$ cat src/rtl/dcache_ecc_scrubber.sv
// Background ECC scrubber on the lowest-priority tag_cmp requester port; fixes single-bit errors in place.
// Latency: one set visit per INTERVAL cycles (NEXT counts as the first cycle); RD->CHK is one cycle after grant.
// Backpressure: RD holds req/addr until gnt_i; an ungranted CHK write is dropped and the set is re-read.
// Ports: clk_i/rst_i (sync, active-high); enable_i/clear_i control; req_o/gnt_i/addr_o/we_o/be_o/wdata_o
//   drive the tag_cmp port; rdata_i/rvalid_i/err_i are the decoded read results (valid in CHK only);
//   busy_o, sweep_done_o, corr_cnt_o, uncorr_cnt_o, uncorr_o report status.
module dcache_ecc_scrubber #(
  parameter int DCACHE_SET_ASSOC = 8,
  parameter int NUM_SETS         = 256,
  parameter int LINE_WIDTH       = 128,
  parameter int OFFSET_WIDTH     = 4,
  parameter int ADDR_WIDTH       = 64,
  parameter int INTERVAL         = 1024
) (
  input  logic                                   clk_i,
  input  logic                                   rst_i,
  input  logic                                   enable_i,
  input  logic                                   clear_i,
  output logic [DCACHE_SET_ASSOC-1:0]            req_o,
  input  logic                                   gnt_i,
  output logic [ADDR_WIDTH-1:0]                  addr_o,
  output logic                                   we_o,
  output logic [LINE_WIDTH/8-1:0]                be_o,
  output logic [LINE_WIDTH-1:0]                  wdata_o,
  input  logic [DCACHE_SET_ASSOC*LINE_WIDTH-1:0] rdata_i,
  input  logic [DCACHE_SET_ASSOC-1:0]            rvalid_i,
  input  logic [DCACHE_SET_ASSOC*2-1:0]          err_i,
  output logic                                   busy_o,
  output logic                                   sweep_done_o,
  output logic [15:0]                            corr_cnt_o,
  output logic [15:0]                            uncorr_cnt_o,
  output logic                                   uncorr_o
);

  localparam int IW = $clog2(NUM_SETS);
  localparam int TW = $clog2(INTERVAL + 1);
  localparam int PW = $clog2(DCACHE_SET_ASSOC + 1);
  localparam int BW = LINE_WIDTH / 8;

  typedef enum logic [1:0] {S_IDLE, S_RD, S_CHK, S_NEXT} state_e;

  state_e          state_q, state_d;
  logic [IW-1:0]   index_q, index_d;
  logic [TW-1:0]   timer_q, timer_d;
  logic [15:0]     corr_cnt_q, corr_cnt_d;
  logic [15:0]     uncorr_cnt_q, uncorr_cnt_d;
  logic            uncorr_q, uncorr_d;
  logic            first_q, first_d;

  logic [DCACHE_SET_ASSOC-1:0] unc_ways, cor_ways, cor_low;
  logic [PW-1:0]               unc_pop;
  logic [LINE_WIDTH-1:0]       sel_data;
  logic [16:0]                 unc_sum;
  logic [ADDR_WIDTH-1:0]       set_addr;

  assign set_addr = ADDR_WIDTH'({index_q, {OFFSET_WIDTH{1'b0}}});

  // Classify ways from the decoder flags; invalid lines never count.
  always_comb begin
    unc_ways = '0;
    cor_ways = '0;
    unc_pop  = '0;
    for (int w = 0; w < DCACHE_SET_ASSOC; w++) begin
      unc_ways[w] = rvalid_i[w] & err_i[2*w+1];
      cor_ways[w] = rvalid_i[w] & (err_i[2*w +: 2] == 2'b01);
      unc_pop     = unc_pop + PW'(unc_ways[w]);
    end
  end

  // Isolate the lowest correctable way and pick its decoded data.
  assign cor_low = cor_ways & (~cor_ways + 1'b1);

  always_comb begin
    sel_data = '0;
    for (int w = 0; w < DCACHE_SET_ASSOC; w++) begin
      if (cor_low[w]) sel_data = rdata_i[w*LINE_WIDTH +: LINE_WIDTH];
    end
  end

  assign unc_sum = {1'b0, uncorr_cnt_q} + 17'(unc_pop);

  always_comb begin
    state_d      = state_q;
    index_d      = index_q;
    timer_d      = timer_q;
    corr_cnt_d   = corr_cnt_q;
    uncorr_cnt_d = uncorr_cnt_q;
    uncorr_d     = uncorr_q;
    first_d      = first_q;
    req_o        = '0;
    addr_o       = '0;
    we_o         = 1'b0;
    be_o         = '0;
    wdata_o      = '0;
    sweep_done_o = 1'b0;

    case (state_q)
      S_IDLE: begin
        first_d = 1'b1;
        if (enable_i) begin
          if (timer_q == TW'(INTERVAL - 1)) begin
            timer_d = '0;
            state_d = S_RD;
          end else begin
            timer_d = timer_q + 1'b1;
          end
        end
      end
      S_RD: begin
        req_o  = '1;
        addr_o = set_addr;
        if (gnt_i) state_d = S_CHK;
      end
      S_CHK: begin
        first_d = 1'b0;
        // A re-read of the same set must not count its uncorrectables twice.
        if (first_q && (unc_pop != '0)) begin
          uncorr_cnt_d = unc_sum[16] ? 16'hFFFF : unc_sum[15:0];
          uncorr_d     = 1'b1;
        end
        if (cor_ways == '0) begin
          state_d = S_NEXT;
        end else begin
          req_o   = cor_low;
          addr_o  = set_addr;
          we_o    = 1'b1;
          be_o    = {BW{1'b1}};
          wdata_o = sel_data;
          if (gnt_i) begin
            if (corr_cnt_q != 16'hFFFF) corr_cnt_d = corr_cnt_q + 16'd1;
            state_d = ((cor_ways & ~cor_low) != '0) ? S_RD : S_NEXT;
          end else begin
            // Data is not held, so a lost write simply re-reads the set.
            state_d = S_RD;
          end
        end
      end
      S_NEXT: begin
        index_d      = index_q + 1'b1;
        sweep_done_o = (index_q == {IW{1'b1}});
        // This cycle is the first cycle of the next interval.
        timer_d      = (INTERVAL > 1) ? TW'(1) : '0;
        state_d      = S_IDLE;
      end
      default: state_d = S_IDLE;
    endcase

    if (clear_i) begin
      corr_cnt_d   = '0;
      uncorr_cnt_d = '0;
      uncorr_d     = 1'b0;
    end
  end

  always_ff @(posedge clk_i) begin
    if (rst_i) begin
      state_q      <= S_IDLE;
      index_q      <= '0;
      timer_q      <= '0;
      corr_cnt_q   <= '0;
      uncorr_cnt_q <= '0;
      uncorr_q     <= 1'b0;
      first_q      <= 1'b0;
    end else begin
      state_q      <= state_d;
      index_q      <= index_d;
      timer_q      <= timer_d;
      corr_cnt_q   <= corr_cnt_d;
      uncorr_cnt_q <= uncorr_cnt_d;
      uncorr_q     <= uncorr_d;
      first_q      <= first_d;
    end
  end

  assign busy_o       = (state_q != S_IDLE);
  assign corr_cnt_o   = corr_cnt_q;
  assign uncorr_cnt_o = uncorr_cnt_q;
  assign uncorr_o     = uncorr_q;

endmodule
$ cat config.mk
export PLATFORM = sky130hd
export DESIGN_NAME = dcache_ecc_scrubber
export DESIGN_NICKNAME = d
export VERILOG_FILES = /design/src/rtl/dcache_ecc_scrubber.sv
export SDC_FILE = /design/constraint.sdc
export NUM_CORES = 1
export LEC_CHECK = 0
export CORE_AREA = 4 4 507 509
export DETAILED_ROUTE_END_ITERATION = 16
export DIE_AREA = 0 0 511 513
export MAX_ROUTING_LAYER = met4
export PLACE_DENSITY = 0.3
export SYNTH_ARGS = -nofsm -noshare
export SYNTH_HDL_FRONTEND = slang
export SYNTH_SLANG_ARGS = --single-unit
$ cat constraint.sdc
create_clock -name clk_i -period 11.78 [get_ports clk_i]
set_input_delay 1.178 -clock clk_i [delete_from_list [all_inputs] [get_ports clk_i]]
set_output_delay 1.178 -clock clk_i [all_outputs]
set_load 0.005 [all_outputs]
---- Yosys cells after proc, flatten, opt, wreduce, memory -nomap -nowiden ----
Cells that the tools add are included.
word-level totals
  memory bits (writable) .................. 0
  bits in registers ....................... 55
  output and inout bits ................... 252
  input port bits ......................... 1,053
  bits in latches ......................... 0
  ROM bits ................................ 0
  word-level logic and storage cells ...... 101
  memories kept ........................... 0
cells by class
  multiplexer cells ....................... 31
  divide/modulo/power cells ............... 0
  eq/ne operators ......................... 17
  bitwise operators ....................... 21
  $lt $le $gt $ge ......................... 0
  add/subtract/negate cells ............... 12
  $mul .................................... 0
  shift operators ......................... 0
  reductions and logical operators ........ 13
operators with widths
  kind                     number
  $mux W128                10
  $mux W16                 3
  $pmux W12 S2             1
  $mux W11                 2
  $pmux W11 S2             1
  $eq A2 B1 Y1 const B     9
  $add A16 B4 Y17          1
  $add A16 B1 Y16 const B  1
  $add A4 B1 Y4            4
  $add A8 B1 Y8 const B    2
  $and A1 B1 Y1            16
  $and A8 B8 Y8            2
  $ne A16 B16 Y1 const B   1
  $not A8 Y8               2
  $pmux W8 S2              1
  $mux W12                 1
  $mux W2                  6
  $add A11 B1 Y11 const B  1
  $eq A11 B10 Y1 const B   1
  $eq A8 B8 Y1 const B     1
  $logic_not A8 Y1         1
  $mux W8                  1
  $pmux W2 S4              1
  $reduce_bool A8 Y1       1
  16 further kinds         24

---- Depth between registers and ports, before layout ----
  word-level depth ........................ 15
  gate-level depth with buffers ........... 16
  depth with buffers taken out ............ 15

---- Worst setup path after synthesis ----
OpenSTA, ideal clock, no wires.
  path type ............................... input to register
  start ................................... in rvalid_i[3]
  end ..................................... reg uncorr_cnt_q[10], in the netlist uncorr_cnt_o[10]
  stages on the path ...................... 16
  library setup time ...................... 78 ps
  data arrival time ....................... 5,024 ps
  buffers on the path ..................... 1
  data required time ...................... 11,702 ps
  slack ................................... 6,678 ps
  cells stage by stage .................... and2_1 > fa_1 > inv_1 > fa_1 > fa_1 > inv_1 > ha_1 > fa_1 > xor2_1 > ha_1 > nor2b_1 > o31a_1 > and2_1 > clkbuf_1 > and4_1 > nor3_1
between the ends
  word-level cells in the longest chain between the ends .. 9
ends and longest elaborated chain
  element                                                                  line  text
  start: declaration                                                       26    input logic [DCACHE_SET_ASSOC-1:0] rvalid_i,
  $and A1 B1 Y1 (*)                                                        64    unc_ways[w] = rvalid_i[w] & err_i[2*w+1];
  $add A3 B1 Y4 (*)                                                        66    unc_pop = unc_pop + PW'(unc_ways[w]);
  $add A4 B1 Y4 (*) (4 in series)                                          66
  parallel branches: the longest is 3 deep, another holds $add A16 B4 Y17  n/a
  end signal: assignment                                                   169   uncorr_cnt_q <= uncorr_cnt_d;
  end: declaration                                                         46    logic [15:0] uncorr_cnt_q, uncorr_cnt_d;
Mark *: on every way between the ends.
A chain may end at the register's enable or synchronous reset.

---- Final worst setup path ----
  start ................................... in rvalid_i[1]
  end ..................................... out wdata_o[36]
between the ends
  word-level cells in the longest chain between the ends .. 13
ends and longest elaborated chain
  element                  line  text
  $and A1 B1 Y1 (*)        65    cor_ways[w] = rvalid_i[w] & (err_i[2*w +: 2] == 2'b01);
  $not A8 Y8               71    assign cor_low = cor_ways & (~cor_ways + 1'b1);
  $add A8 B1 Y8            71
  $and A8 B8 Y8            71
  $mux W128 (7 in series)  76    if (cor_low[w]) sel_data = rdata_i[w*LINE_WIDTH +: LINE_WIDTH];
  $mux W128 (*)            121   if (cor_ways == '0) begin
  $mux W128 (*)            97    case (state_q)
  end: declaration         24    output logic [LINE_WIDTH-1:0] wdata_o,
Every way passes the cells marked *; elsewhere a longest branch is shown, timed or not.

==> impl_results.md <==
- Syn-to-layout area delta: 119%
- Final setup fails: 0
- Initial antenna violation count: about 180
- Top_reg_cell synth: dfxtp_1
- CTS sink count: 55
- CP max FO: between 100 and 150
- Share of cells above drive strength 1: 0.0476
- CTS tree: yes
- Core Area: about 0.25 mm2
- Min Tclk post-route: around 7700 ps
- Hold_buf cts: 0
- Number of synthesized flops with an enable pin: 0
- Root Driver: clkbuf_16
- Synth Cell Area: 0.0137 mm2
- Critical Path Start Type: primary input
- Hold Path Class: register to register
- Vias per Instance: 3.48
- Wire length of the first global-routing pass: between 200000 and 300000 um
- Die area: roughly 0.26 mm2
- Pre-CTS setup slack: 3820 ps
- Status: completed
- CTS max path bufs: 2
- GRT overflow: 0
- RSZ-0062 raised after global routing: no
- Worst slew pin tran: 1420 ps
- Leak Pwr: 8.76 nW
- Die Y: 513 um
- Largest net degree at the start of global routing: roughly 130
- Combinational share of power: 0.732
- Synth async-reset ratio: 0
- Worst slew margin: 0.0528
- CP arrival: 6490 ps
- Starting Density: 0.0540
- Switching share of power: 0.450
- Sequential Power Share: 0.141
- Tcrit/Tclk final: 0.651
- Gate Count Post-Synth: approximately 2100
- Vias in the first global route: between 20000 and 25000
- Max Cap Viol: 0
- Setup Buffers After CTS: 0
- Iter 0 DRT Violations: around 1600
- Final Non-Filler Cells: ~6700
- Detailed Place HPWL: approximately 190000 um
- Vias: 23200
- Leading cell type in the layout, fill and taps excluded: clkdlybuf4s50_1
- Yosys reg bits: 55
- Power per standard cell area: ~46 mW/mm2
- Avg Cell Area, Syn: approximately 6.4 um2
- Placer Congestion: between 0.9 and 1
- Worst-Skew Late Latency: around 320 ps
- Post-route DRC: 0
- Register area share after synthesis: 0.0806
- Clock power frac: 0.127
- Global Route Usage Sum: 0.167
- H-Tree Level Count: 2
- Port buffer count: between 1000 and 1500
- Die Wd: just over 500 um
- CTS resizes: 0
- Placed instance count: between 6000 and 7000
- PnR worst setup slack: just over 4000 ps
- Warnings from Yosys: 0
- Maximum vdd drop: between 0.05 and 0.06 mV
- Netlist cell types: between 60 and 70
- Drt total wl: about 230000 um
- FMAX: 130 MHz
- Clock Skew: roughly 17 ps
- Layout Nets: roughly 4200
- Cts bufs inserted: 5
- Nature of the critical path endpoint: output port
- Fill count: a little under 30000
- Max-slew violation count: 0
- Cell internal pwr: 0.754 mW
- Setup Crit Path Kind: primary input to output port
- Most frequent cells in the layout: clkdlybuf4s50_1, a21oi_1, nand2_1, nor2_1, a2bb2oi_1
- Final Hold Fails: 0
- CTS clk-pin slew, worst paths: approximately 80 ps
- Row cnt: ~190
- Antenna-violating nets left: 0
- I/O Pins: 1305
- Drt first pass iters: 5
- Psw: ~0.62 mW
- CP required: 10600 ps
- Setup_tns: 0 ps
- Drt wl/cell: 33.8 um
## layer usage
layer	track usage	vias up	wire (um)
met5	-	-	0
met1	0.188	11500	90400
met4	0.0213	0	4020
met2	0.274	1344	105000
met3	0.0814	155	26500
li1	-	10200	-
## Yosys cell counts (5+ instances only)
| cell | count | area [um2] |
|---|---|---|
| a21oi_1 | 394 | 1970 |
| nand2_1 | 286 | 1070 |
| nor2_1 | 193 | 724 |
| clkbuf_1 | 167 | 627 |
| a2bb2oi_1 | 128 | 1120 |
| a22oi_1 | 103 | 773 |
| o21ai_0 | 85 | 425 |
| a211o_1 | 75 | 657 |
| nand3_1 | 75 | 375 |
| buf_4 | 74 | 556 |
| a22o_1 | 73 | 639 |
| a221oi_2 | 68 | 1020 |
| dfxtp_1 | 55 | 1100 |
| buf_2 | 48 | 240 |
| a221oi_1 | 30 | 263 |
| o2bb2ai_1 | 25 | 219 |
| buf_1 | 21 | 78.8 |
| nand4_1 | 17 | 106 |
| and3_1 | 15 | 93.8 |
| ha_1 | 14 | 175 |
| inv_1 | 14 | 52.6 |
| nor3_1 | 11 | 55.1 |
| xor2_1 | 11 | 96.3 |
| xnor2_1 | 10 | 87.6 |
| or4_1 | 9 | 67.6 |
| and2_1 | 8 | 50.1 |
| and4_1 | 8 | 70.1 |
| buf_6 | 8 | 90.1 |
| nand3b_1 | 8 | 60.1 |
| o31ai_1 | 8 | 60.1 |
| a31oi_1 | 7 | 43.8 |
| nor4_1 | 7 | 43.8 |
| and3b_1 | 6 | 52.6 |
| nor2b_1 | 6 | 37.5 |
| or3_1 | 6 | 37.5 |
| a211oi_1 | 5 | 37.5 |
| a21o_1 | 5 | 37.5 |
| fa_1 | 5 | 100 |
| o21a_1 | 5 | 37.5 |
## worst max-delay path: stages
cell and delay, ps:
clkdlybuf4s50_1 650, nand3b_1 280, buf_4 380, buf_4 610
nand4_1 330, nor3_2 290, buf_12 640, a2bb2oi_1 190
a221oi_1 970, clkdlybuf4s50_1 770
## path summary, 6_finish.rpt
kind | from | endpoint | slack (ps) | cells past startpoint
setup / recovery | rvalid_i[1] | wdata_o[36] | 4110 | 10
hold / removal | timer_q[10]$_SDFFE_PP0P_ | timer_q[10]$_SDFFE_PP0P_ | 440 | 2
setup reg to reg | state_q[0]$_SDFFE_PP0P_ | uncorr_cnt_o[15]$_SDFFE_PP0P_ | 9310 | 7
hold reg to reg | timer_q[10]$_SDFFE_PP0P_ | timer_q[10]$_SDFFE_PP0P_ | 440 | 2
## stage by stage
stage               area, um2  hold WS, ps  total power, mW  utilization
finish                  30000          441             1.37        0.118
global route            29900          488             1.45        0.118
CTS                     29700          449             1.41        0.117
detailed placement      29500          435             1.22        0.117
global placement        29500          433             1.23        0.117
floorplan               13900          408            0.556            -
## cell families after synthesis
| kind of cell | after synthesis | synth area share |
|---|---|---|
| compound gates | 1025 | 0.544 |
| fa+ha+maj | 19 | 0.0201 |
| simple gates | 670 | 0.219 |
| mux | 3 | 0.00220 |
| flops | 55 | 0.0806 |
| buf+inv | 332 | 0.120 |
| other cells | 1 | 0.000274 |
| xor+xnor | 21 | 0.0135 |
## power groups by stage
stage / clock [mW] / combinational, mW / sequential [mW]
after floorplan: 0 / 0.360 / 0.196
after global placement: 0 / 1.03 / 0.197
after detailed placement: 0 / 1.02 / 0.197
after global routing: 0.189 / 1.06 / 0.194
after CTS: 0.183 / 1.03 / 0.193
final: 0.173 / 1.00 / 0.193
## final cells by class
class,count,area (um2),area share
timing repair buffer,1299,12900,0.430
multi-input combinational,1794,11200,0.374
tap,3366,4210,0.140
sequential,55,1100,0.0367
antenna,131,328,0.0109
clock buffer,5,125,0.00417
inverter,14,60.1,0.00200
clock inverter,3,33.8,0.00113
## registers in the layout, indices dropped and copies added (netlist names)
name / flops
corr_cnt_o: 16
timer_q: 11
uncorr_cnt_o: 16
state_q: 2
first_q: 1
index_q: 8
uncorr_o: 1
No activity file was read; power rests on OpenSTA's default activity.
